**src/rtl/uart_rx_os16_if.sv**
```systemverilog
// rtl/uart_rx_os16_if.sv - bus bundle between the baud/line side, uart_rx_os16 and its byte consumer
// Optional parity_err member is present when UART_RX_PARITY_EN is defined.
interface uart_rx_os16_if #(
    parameter int DATA_BITS = 8
);
    logic                 baud16;
    logic                 rxd;
    logic                 rd;
    logic [DATA_BITS-1:0] data;
    logic                 data_valid;
    logic                 frame_err;
    logic                 overrun;
    logic                 busy;
`ifdef UART_RX_PARITY_EN
    logic                 parity_err;

    modport master (
        output baud16, rxd, rd,
        input  data, data_valid, frame_err, overrun, busy, parity_err
    );
    modport slave (
        input  baud16, rxd, rd,
        output data, data_valid, frame_err, overrun, busy, parity_err
    );
`else
    modport master (
        output baud16, rxd, rd,
        input  data, data_valid, frame_err, overrun, busy
    );
    modport slave (
        input  baud16, rxd, rd,
        output data, data_valid, frame_err, overrun, busy
    );
`endif
endinterface

```
**src/rtl/uart_rx_os16.sv**
```systemverilog
// rtl/uart_rx_os16.sv - 16x oversampling 8N1 UART receiver with holding register and valid/read handshake
// Define UART_RX_PARITY_EN to add an even-parity bit after the data bits and the parity_err output.
module uart_rx_os16 #(
    parameter int DATA_BITS  = 8,
    parameter int OVERSAMPLE = 16
) (
    input  logic           clk50,
    input  logic           reset,
    uart_rx_os16_if.slave  bus
);
    localparam int OSW = (OVERSAMPLE > 1) ? $clog2(OVERSAMPLE) : 1;
    localparam int BW  = (DATA_BITS > 1) ? $clog2(DATA_BITS) : 1;
    localparam logic [OSW-1:0] OS_MID   = OSW'(OVERSAMPLE / 2 - 1);
    localparam logic [OSW-1:0] OS_LAST  = OSW'(OVERSAMPLE - 1);
    localparam logic [BW-1:0]  BIT_LAST = BW'(DATA_BITS - 1);

    typedef enum logic [2:0] {
        S_IDLE,
        S_START,
        S_DATA,
        S_PARITY,
        S_STOP,
        S_BRK
    } state_t;

    state_t               state;
    logic                 rxd_m;
    logic                 rxd_s;
    logic                 baud16_q;
    logic [OSW-1:0]       os_cnt;
    logic [BW-1:0]        bit_cnt;
    logic [DATA_BITS-1:0] shreg;
`ifdef UART_RX_PARITY_EN
    logic                 par_bit;
`endif
    logic                 tick;

    assign tick = bus.baud16 & ~baud16_q;

    always_ff @(posedge clk50 or posedge reset) begin
        if (reset) begin
            state          <= S_IDLE;
            rxd_m          <= 1'b1;
            rxd_s          <= 1'b1;
            baud16_q       <= 1'b0;
            os_cnt         <= '0;
            bit_cnt        <= '0;
            shreg          <= '0;
            bus.data       <= '0;
            bus.data_valid <= 1'b0;
            bus.frame_err  <= 1'b0;
            bus.overrun    <= 1'b0;
            bus.busy       <= 1'b0;
`ifdef UART_RX_PARITY_EN
            par_bit        <= 1'b0;
            bus.parity_err <= 1'b0;
`endif
        end else begin
            rxd_m         <= bus.rxd;
            rxd_s         <= rxd_m;
            baud16_q      <= bus.baud16;
            bus.frame_err <= 1'b0;

            if (bus.rd && bus.data_valid) begin
                bus.data_valid <= 1'b0;
                bus.overrun    <= 1'b0;
`ifdef UART_RX_PARITY_EN
                bus.parity_err <= 1'b0;
`endif
            end

            // Completion assignments below come after the rd clear so a byte landing with rd wins.
            if (tick) begin
                case (state)
                    S_IDLE: begin
                        if (!rxd_s) begin
                            state    <= S_START;
                            os_cnt   <= '0;
                            bus.busy <= 1'b1;
                        end
                    end
                    S_START: begin
                        if (os_cnt == OS_MID) begin
                            os_cnt <= '0;
                            if (rxd_s) begin
                                state    <= S_IDLE;
                                bus.busy <= 1'b0;
                            end else begin
                                bit_cnt <= '0;
                                state   <= S_DATA;
                            end
                        end else begin
                            os_cnt <= os_cnt + 1'b1;
                        end
                    end
                    S_DATA: begin
                        if (os_cnt == OS_LAST) begin
                            os_cnt <= '0;
                            shreg  <= {rxd_s, shreg[DATA_BITS-1:1]};
                            if (bit_cnt == BIT_LAST) begin
`ifdef UART_RX_PARITY_EN
                                state <= S_PARITY;
`else
                                state <= S_STOP;
`endif
                            end else begin
                                bit_cnt <= bit_cnt + 1'b1;
                            end
                        end else begin
                            os_cnt <= os_cnt + 1'b1;
                        end
                    end
`ifdef UART_RX_PARITY_EN
                    S_PARITY: begin
                        if (os_cnt == OS_LAST) begin
                            os_cnt  <= '0;
                            par_bit <= rxd_s;
                            state   <= S_STOP;
                        end else begin
                            os_cnt <= os_cnt + 1'b1;
                        end
                    end
`endif
                    S_STOP: begin
                        if (os_cnt == OS_LAST) begin
                            os_cnt <= '0;
                            if (rxd_s) begin
                                bus.data       <= shreg;
                                bus.data_valid <= 1'b1;
                                bus.overrun    <= bus.data_valid & ~bus.rd;
`ifdef UART_RX_PARITY_EN
                                bus.parity_err <= (^shreg) ^ par_bit;
`endif
                                state          <= S_IDLE;
                                bus.busy       <= 1'b0;
                            end else begin
                                bus.frame_err <= 1'b1;
                                state         <= S_BRK;
                            end
                        end else begin
                            os_cnt <= os_cnt + 1'b1;
                        end
                    end
                    S_BRK: begin
                        if (rxd_s) begin
                            state    <= S_IDLE;
                            bus.busy <= 1'b0;
                        end
                    end
                    default: begin
                        state    <= S_IDLE;
                        bus.busy <= 1'b0;
                    end
                endcase
            end
        end
    end
endmodule
```
**src/flat_wrapper.sv**
```systemverilog
// flat-port wrapper written by rule: the top's interface ports become plain ports
module uart_rx_os16_flat 
#(
    parameter int DATA_BITS  = 8,
    parameter int OVERSAMPLE = 16
)
  (clk50, reset, bus_baud16, bus_rxd, bus_rd, bus_data, bus_data_valid, bus_frame_err, bus_overrun, bus_busy);
  uart_rx_os16_if #(.DATA_BITS(DATA_BITS)) bus_i ();
  input  logic clk50;
  input  logic reset;
  input wire logic [$bits(bus_i.baud16)-1:0] bus_baud16;
  input wire logic [$bits(bus_i.rxd)-1:0] bus_rxd;
  input wire logic [$bits(bus_i.rd)-1:0] bus_rd;
  output wire logic [$bits(bus_i.data)-1:0] bus_data;
  output wire logic [$bits(bus_i.data_valid)-1:0] bus_data_valid;
  output wire logic [$bits(bus_i.frame_err)-1:0] bus_frame_err;
  output wire logic [$bits(bus_i.overrun)-1:0] bus_overrun;
  output wire logic [$bits(bus_i.busy)-1:0] bus_busy;
  assign bus_i.baud16 = bus_baud16;
  assign bus_i.rxd = bus_rxd;
  assign bus_i.rd = bus_rd;
  assign bus_data = bus_i.data;
  assign bus_data_valid = bus_i.data_valid;
  assign bus_frame_err = bus_i.frame_err;
  assign bus_overrun = bus_i.overrun;
  assign bus_busy = bus_i.busy;
  uart_rx_os16 #(.DATA_BITS(DATA_BITS), .OVERSAMPLE(OVERSAMPLE)) u_core (.clk50(clk50), .reset(reset), .bus(bus_i));
endmodule
```
**config.mk**
```make
export PLATFORM = sky130hd
export DESIGN_NAME = uart_rx_os16_flat
export DESIGN_NICKNAME = d
export VERILOG_FILES = /design/src/rtl/uart_rx_os16_if.sv /design/src/rtl/uart_rx_os16.sv /design/src/flat_wrapper.sv
export SDC_FILE = /design/constraint.sdc
export NUM_CORES = 1
export LEC_CHECK = 0
export CORE_MARGIN = 5
export CORE_UTILIZATION = 45
export DETAILED_ROUTE_END_ITERATION = 8
export PLACE_DENSITY = 0.66
export REMOVE_ABC_BUFFERS = 1
export SLEW_MARGIN = 0
export SYNTH_ARGS = -nofsm -noshare
export SYNTH_HDL_FRONTEND = slang
export SYNTH_SLANG_ARGS = --single-unit
```
**constraint.sdc**
```tcl
create_clock -name clk50 -period 5.2 [get_ports clk50]
set_input_delay 1.56 -clock clk50 [delete_from_list [all_inputs] [get_ports clk50]]
set_output_delay 1.56 -clock clk50 [all_outputs]
set_load 0.005 [all_outputs]
```
Word-level counts from Yosys, hierarchy flattened
Cells that the tools add are included.

Equal/unequal tests: 15. Reduce and logical (&&, ||, !) cells: 11. Add/subtract/negate cells: 2. Multiplexer cells: 37. Bitwise logic cells: 5.

Operators by type and width (number): two-way mux 3 bit (11); two-way mux 1 bit (18); case mux 3 bit (5 select lines) (1); two-way mux 4 bit (3); case mux 4 bit (3 select lines) (1); != test 2 x 1 -> 1 bit, second input constant (5); equality test 3 bit, second input constant (3); AND reduction 7 bit (1); != test 2 bit, second input constant (3); case mux 3 bit (2 select lines) (1); AND reduction 3 bit (2); AND reduction 6 bit (1); case mux 1 bit (5 select lines) (1); AND reduction 5 bit (1); adder 4 x 1 -> 4 bit, second input constant (1); equality test 4 x 3 -> 1 bit, second input constant (1); equality test 4 bit, second input constant (1); AND reduction 4 bit (1); adder 3 x 1 -> 3 bit, second input constant (1); equality test 3 x 1 -> 1 bit, second input constant (1); equality test 3 x 2 -> 1 bit, second input constant (1); zero test 3 bit (1); NOT 1 bit (3); nonzero test 3 bit (1); other kinds (5) (6).

Bits of input ports: 5. Logic and storage cells: 82. Flip-flop bits (word level): 33.

Longest topological paths before layout
Depth in word-level cells: 6. Depth in mapped cells: 6.

Worst setup path after synthesis
OpenSTA, ideal clock, no wires.

Path kind: input -> register. From: input port bus_baud16. To: register u_core.bit_cnt[0]. Buffers on the path: 1. Path slack: 2472 ps. Arrival: 2603 ps. Stages: 4. Cells stage by stage: nand2b_1 -> buf_2 -> or4_4 -> mux2_4.

Longest elaborated chain between the ends: 2.

RTL lines: from (decl) (RTL line flat_wrapper.sv:11) `input wire logic [$bits(bus_i.baud16)-1:0] bus_baud16;`; bitwise AND 1 bit (RTL line uart_rx_os16.sv:38) `assign tick = bus.baud16 & ~baud16_q;`; AND reduction 6 bit (no source line); to (signal assigned) (RTL line uart_rx_os16.sv:107) `bit_cnt <= bit_cnt + 1'b1;`; to (decl) (RTL line uart_rx_os16.sv:31) `logic [BW-1:0] bit_cnt;`.

No other way between the ends. A chain may end at the register's enable or synchronous reset.

Worst setup path in the final report
From: input port bus_baud16. To: register u_core.shreg[1].

Longest elaborated chain between the ends: 2.

RTL lines: bitwise AND 1 bit (RTL line uart_rx_os16.sv:38); AND reduction 3 bit (no source line); to (signal assigned) (RTL line uart_rx_os16.sv:99) `shreg <= {rxd_s, shreg[DATA_BITS-1:1]};`; to (decl) (RTL line uart_rx_os16.sv:32) `logic [DATA_BITS-1:0] shreg;`.

No other way between the ends.

==> summary.md <==
| Metric | Value |
|---|---|
| Outcome | `completed` |
| TritonRoute pass-1 iters | `5` |
| Internal power | `~460 uW` |
| Root buf cell | `clkbuf_4` |
| First-pass GRT wire length | `5.23 mm` |
| Post-CTS Setup Bufs | `0` |
| Clock Latency Late Sink | `around 0.33 ns` |
| H-Tree Depth | `2` |
| PortBufs | `16` |
| Max stage delay on crit path | `0.63 ns` |
| Grt ovf | `0` |
| Area of the core | `roughly 3400 um^2` |
| CP max-delay cell | `nor4_4` |
| Clock buffer depth | `2` |
| Routed vias | `between 1000 and 1500` |
| Die extent in y | `69.6 um` |
| Cts hold-fix bufs | `0` |
| Hold_sp | `u_core.rxd_m$_DFF_PP1_` |
| Final GP Congestion | `0.790` |
| Post-synth EDFFs | `0` |
| Hold Violations, Final | `0` |
| Worst-path fanout max | `8` |
| Hold Path Class | `flop to flop` |
| Worst R2R Start | `u_core.bit_cnt[0]$_DFFE_PP0P_` |
| Maximum clock rate | `322 MHz` |
| Slew at the pin with the worst max-slew slack | `approximately 1.1 ns` |
| # DRC | `0` |
| Number of distinct library cells after synthesis | `47` |
| Syn Inst Count | `133` |
| Rel. slew slack | `27.8%` |
| Layout Nets | `between 150 and 200` |
| Global Route Usage Sum | `13.2%` |
| RSZ-0062 raised after global routing | `no` |
| Placed cell area | `1780 um^2` |
| DP HPWL | `2.03 mm` |
| CP endpoint kind | `flop` |
| Non-Filler Instances | `around 200` |
| Crit share post-route | `about three fifths` |
| Layout cells sized above 1 | `about a quarter` |
| NetSw | `226 uW` |
| Leak | `0.882 nW` |
| Number of global-route vias before repair | `approximately 1100` |
| Clock Sinks | `33` |
| Clock network power share | `28.6%` |
| Post-DRT Antenna Nets | `0` |
| Fill count | `281` |
| Crit path required time | `5.41 ns` |
| Logic pwr share | `22.3%` |
| DRT iter0 DRCs | `41` |
| CP Cell Sequence | `clkdlybuf4s50_1 > nand2b_1 > nor4_4 > mux2_2` |
| Critical path origin | `bus_baud16` |
| Area Growth Syn to Fin | `16.8%` |
| Initial antenna violation count | `0` |
| Final core utilization | `55.1%` |
| Max VDD drop | `0.000263 V` |
| Diode count | `0` |
| Post-route total power | `approximately 690 uW` |
| Synthesis warning total | `0` |
| Sw frac | `32.9%` |
| Die Wd | `69.6 um` |
| Pwr dens | `368 nW/um^2` |
| Worst EP arrival | `~3.3 ns` |
| CTS tree | `built` |
| Initial core utilization | `47.2%` |
| Placed Instances | `189` |
| Clock transition at the registers of the reported paths | `0.10 ns` |
| Pin count of the biggest net entering global routing | `31` |
| Fin Hold WS | `0.365 ns` |
| Synth Flop Type | `dfrtp_1` |
| Post-cts resize count | `0` |
| Final Setup Violations | `0` |
| Routed len/inst | `between 10 and 15 um` |
| Flops & latches, synth | `33` |
| Die ar. | `4850 um^2` |
| Final Cell Area | `1870 um^2` |
| Row count | `21` |
| Worst Setup Slack, final | `2.09 ns` |
| Async SR Flop Fraction | `100%` |
| IO Count | `17` |
| Sequential share of power | `around half` |
| Most frequent cells in the layout | `31 x dfrtp_1, 17 x mux2_2, 16 x clkdlybuf4s50_1` |
| Cell Area, Synth | `1600 um^2` |
| Total wire length | `2.92 mm` |
| Maxcap violations | `0` |
| Crit start category | `input pin` |
| Setup slack after placement | `approximately 1.7 ns` |
| Setup Crit Path Kind | `input pin to flop` |
| Mean Syn Cell Area | `12.0 um^2` |
| Final Max Slew Viols | `0` |
| Commonest non-fill, non-tap cell in the layout | `dfrtp_1` |
| Sequential element share of the synthesized area | `between 50% and 60%` |
| Clock skew | `0.00998 ns` |
| Num CTS Buffers | `5` |
| Via/cell ratio | `5.54` |
| Final min period | `3.11 ns` |
| Setup TNS | `0 ns` |
[per-layer routing]
metal | vias up | GRT usage, % | wire length, um
li1 | 524 | - | -
met1 | 551 | 15.8 | 1310
met3 | 4 | 3.77 | 100
met5 | - | 0 | 0
met4 | 0 | 4.47 | 29
met2 | 12 | 22.7 | 1480
[Yosys cell counts, drive strengths merged, types with 2 or more instances]
| cell type | number | area (um^2) |
|---|---|---|
| dfrtp | 31 | 776 |
| mux2 | 20 | 236 |
| nor2 | 9 | 36.3 |
| nand2 | 8 | 32.5 |
| o21ai | 7 | 35.0 |
| a21oi | 5 | 25.0 |
| buf | 4 | 28.8 |
| and3 | 3 | 18.8 |
| clkbuf | 3 | 12.5 |
| ha | 3 | 37.5 |
| inv | 3 | 11.3 |
| nand3 | 3 | 15.0 |
| nand4 | 3 | 25.0 |
| a31oi | 2 | 12.5 |
| dfstp | 2 | 52.6 |
| nand2b | 2 | 12.5 |
| nor3b | 2 | 20.0 |
| nor4 | 2 | 27.5 |
| o22ai | 2 | 12.5 |
| or2 | 2 | 12.5 |
[final cells by class]
class	instances	area, um^2	share of cell area [%]
Inverter	3	11.3	0.602
Tap cell	46	57.6	3.08
Timing Repair Buffer	17	168	8.97
Clock buffer	7	55.1	2.95
Multi-Input combinational cell	90	719	38.5
Clock inverter	1	30.0	1.61
Sequential cell	33	828	44.3
[power groups by stage]
| stage | Clock, mW | Sequential, mW | Combinational [mW] |
|---|---|---|---|
| floorplan | 0 | 0.326 | 0.120 |
| global placement | 0 | 0.338 | 0.148 |
| detailed placement | 0 | 0.341 | 0.151 |
| global route | 0.218 | 0.344 | 0.172 |
| finish | 0.197 | 0.338 | 0.153 |
| CTS | 0.205 | 0.336 | 0.154 |
[sequential cells by signal, indices dropped and copies added (netlist names)]
signal / cells
u_core.os_cnt: 4
u_core.rxd_s: 1
u_core.bit_cnt: 3
u_core.bus.data: 8
u_core.shreg: 8
u_core.bus.data_valid: 1
u_core.bus.busy: 1
u_core.bus.frame_err: 1
u_core.baud16_q: 1
u_core.state: 3
u_core.rxd_m: 1
u_core.bus.overrun: 1
[final timing paths]
check	endpoint	slack [ns]	depth (start not counted)
max	u_core.shreg[1]$_DFFE_PP0P_	2.09	4
min	u_core.rxd_s$_DFF_PP1_	0.37	0
max reg2reg	u_core.bit_cnt[1]$_DFFE_PP0P_	3.15	6
min reg2reg	u_core.rxd_s$_DFF_PP1_	0.37	0
max in group asynchronous	u_core.os_cnt[2]$_DFFE_PP0P_	2.72	3
min in group asynchronous	u_core.bus.overrun$_DFF_PP0_	1.80	2
[logic make-up after synthesis]
logic type | share of synthesized area [%]
DFF | 51.8
AOI/OAI and AO/OA | 9.15
and+or+nand+nor | 17.4
muxes | 15.4
adders and majority gates | 2.97
buffers and inverters | 3.28
[critical path: cells and delay by family]
family / cells / cell delay (ns)
multiplexers: 1 / 0.40
buffers and inverters: 1 / 0.49
AND/OR/NAND/NOR: 2 / 0.86
Power figures use the tool's default switching activity.
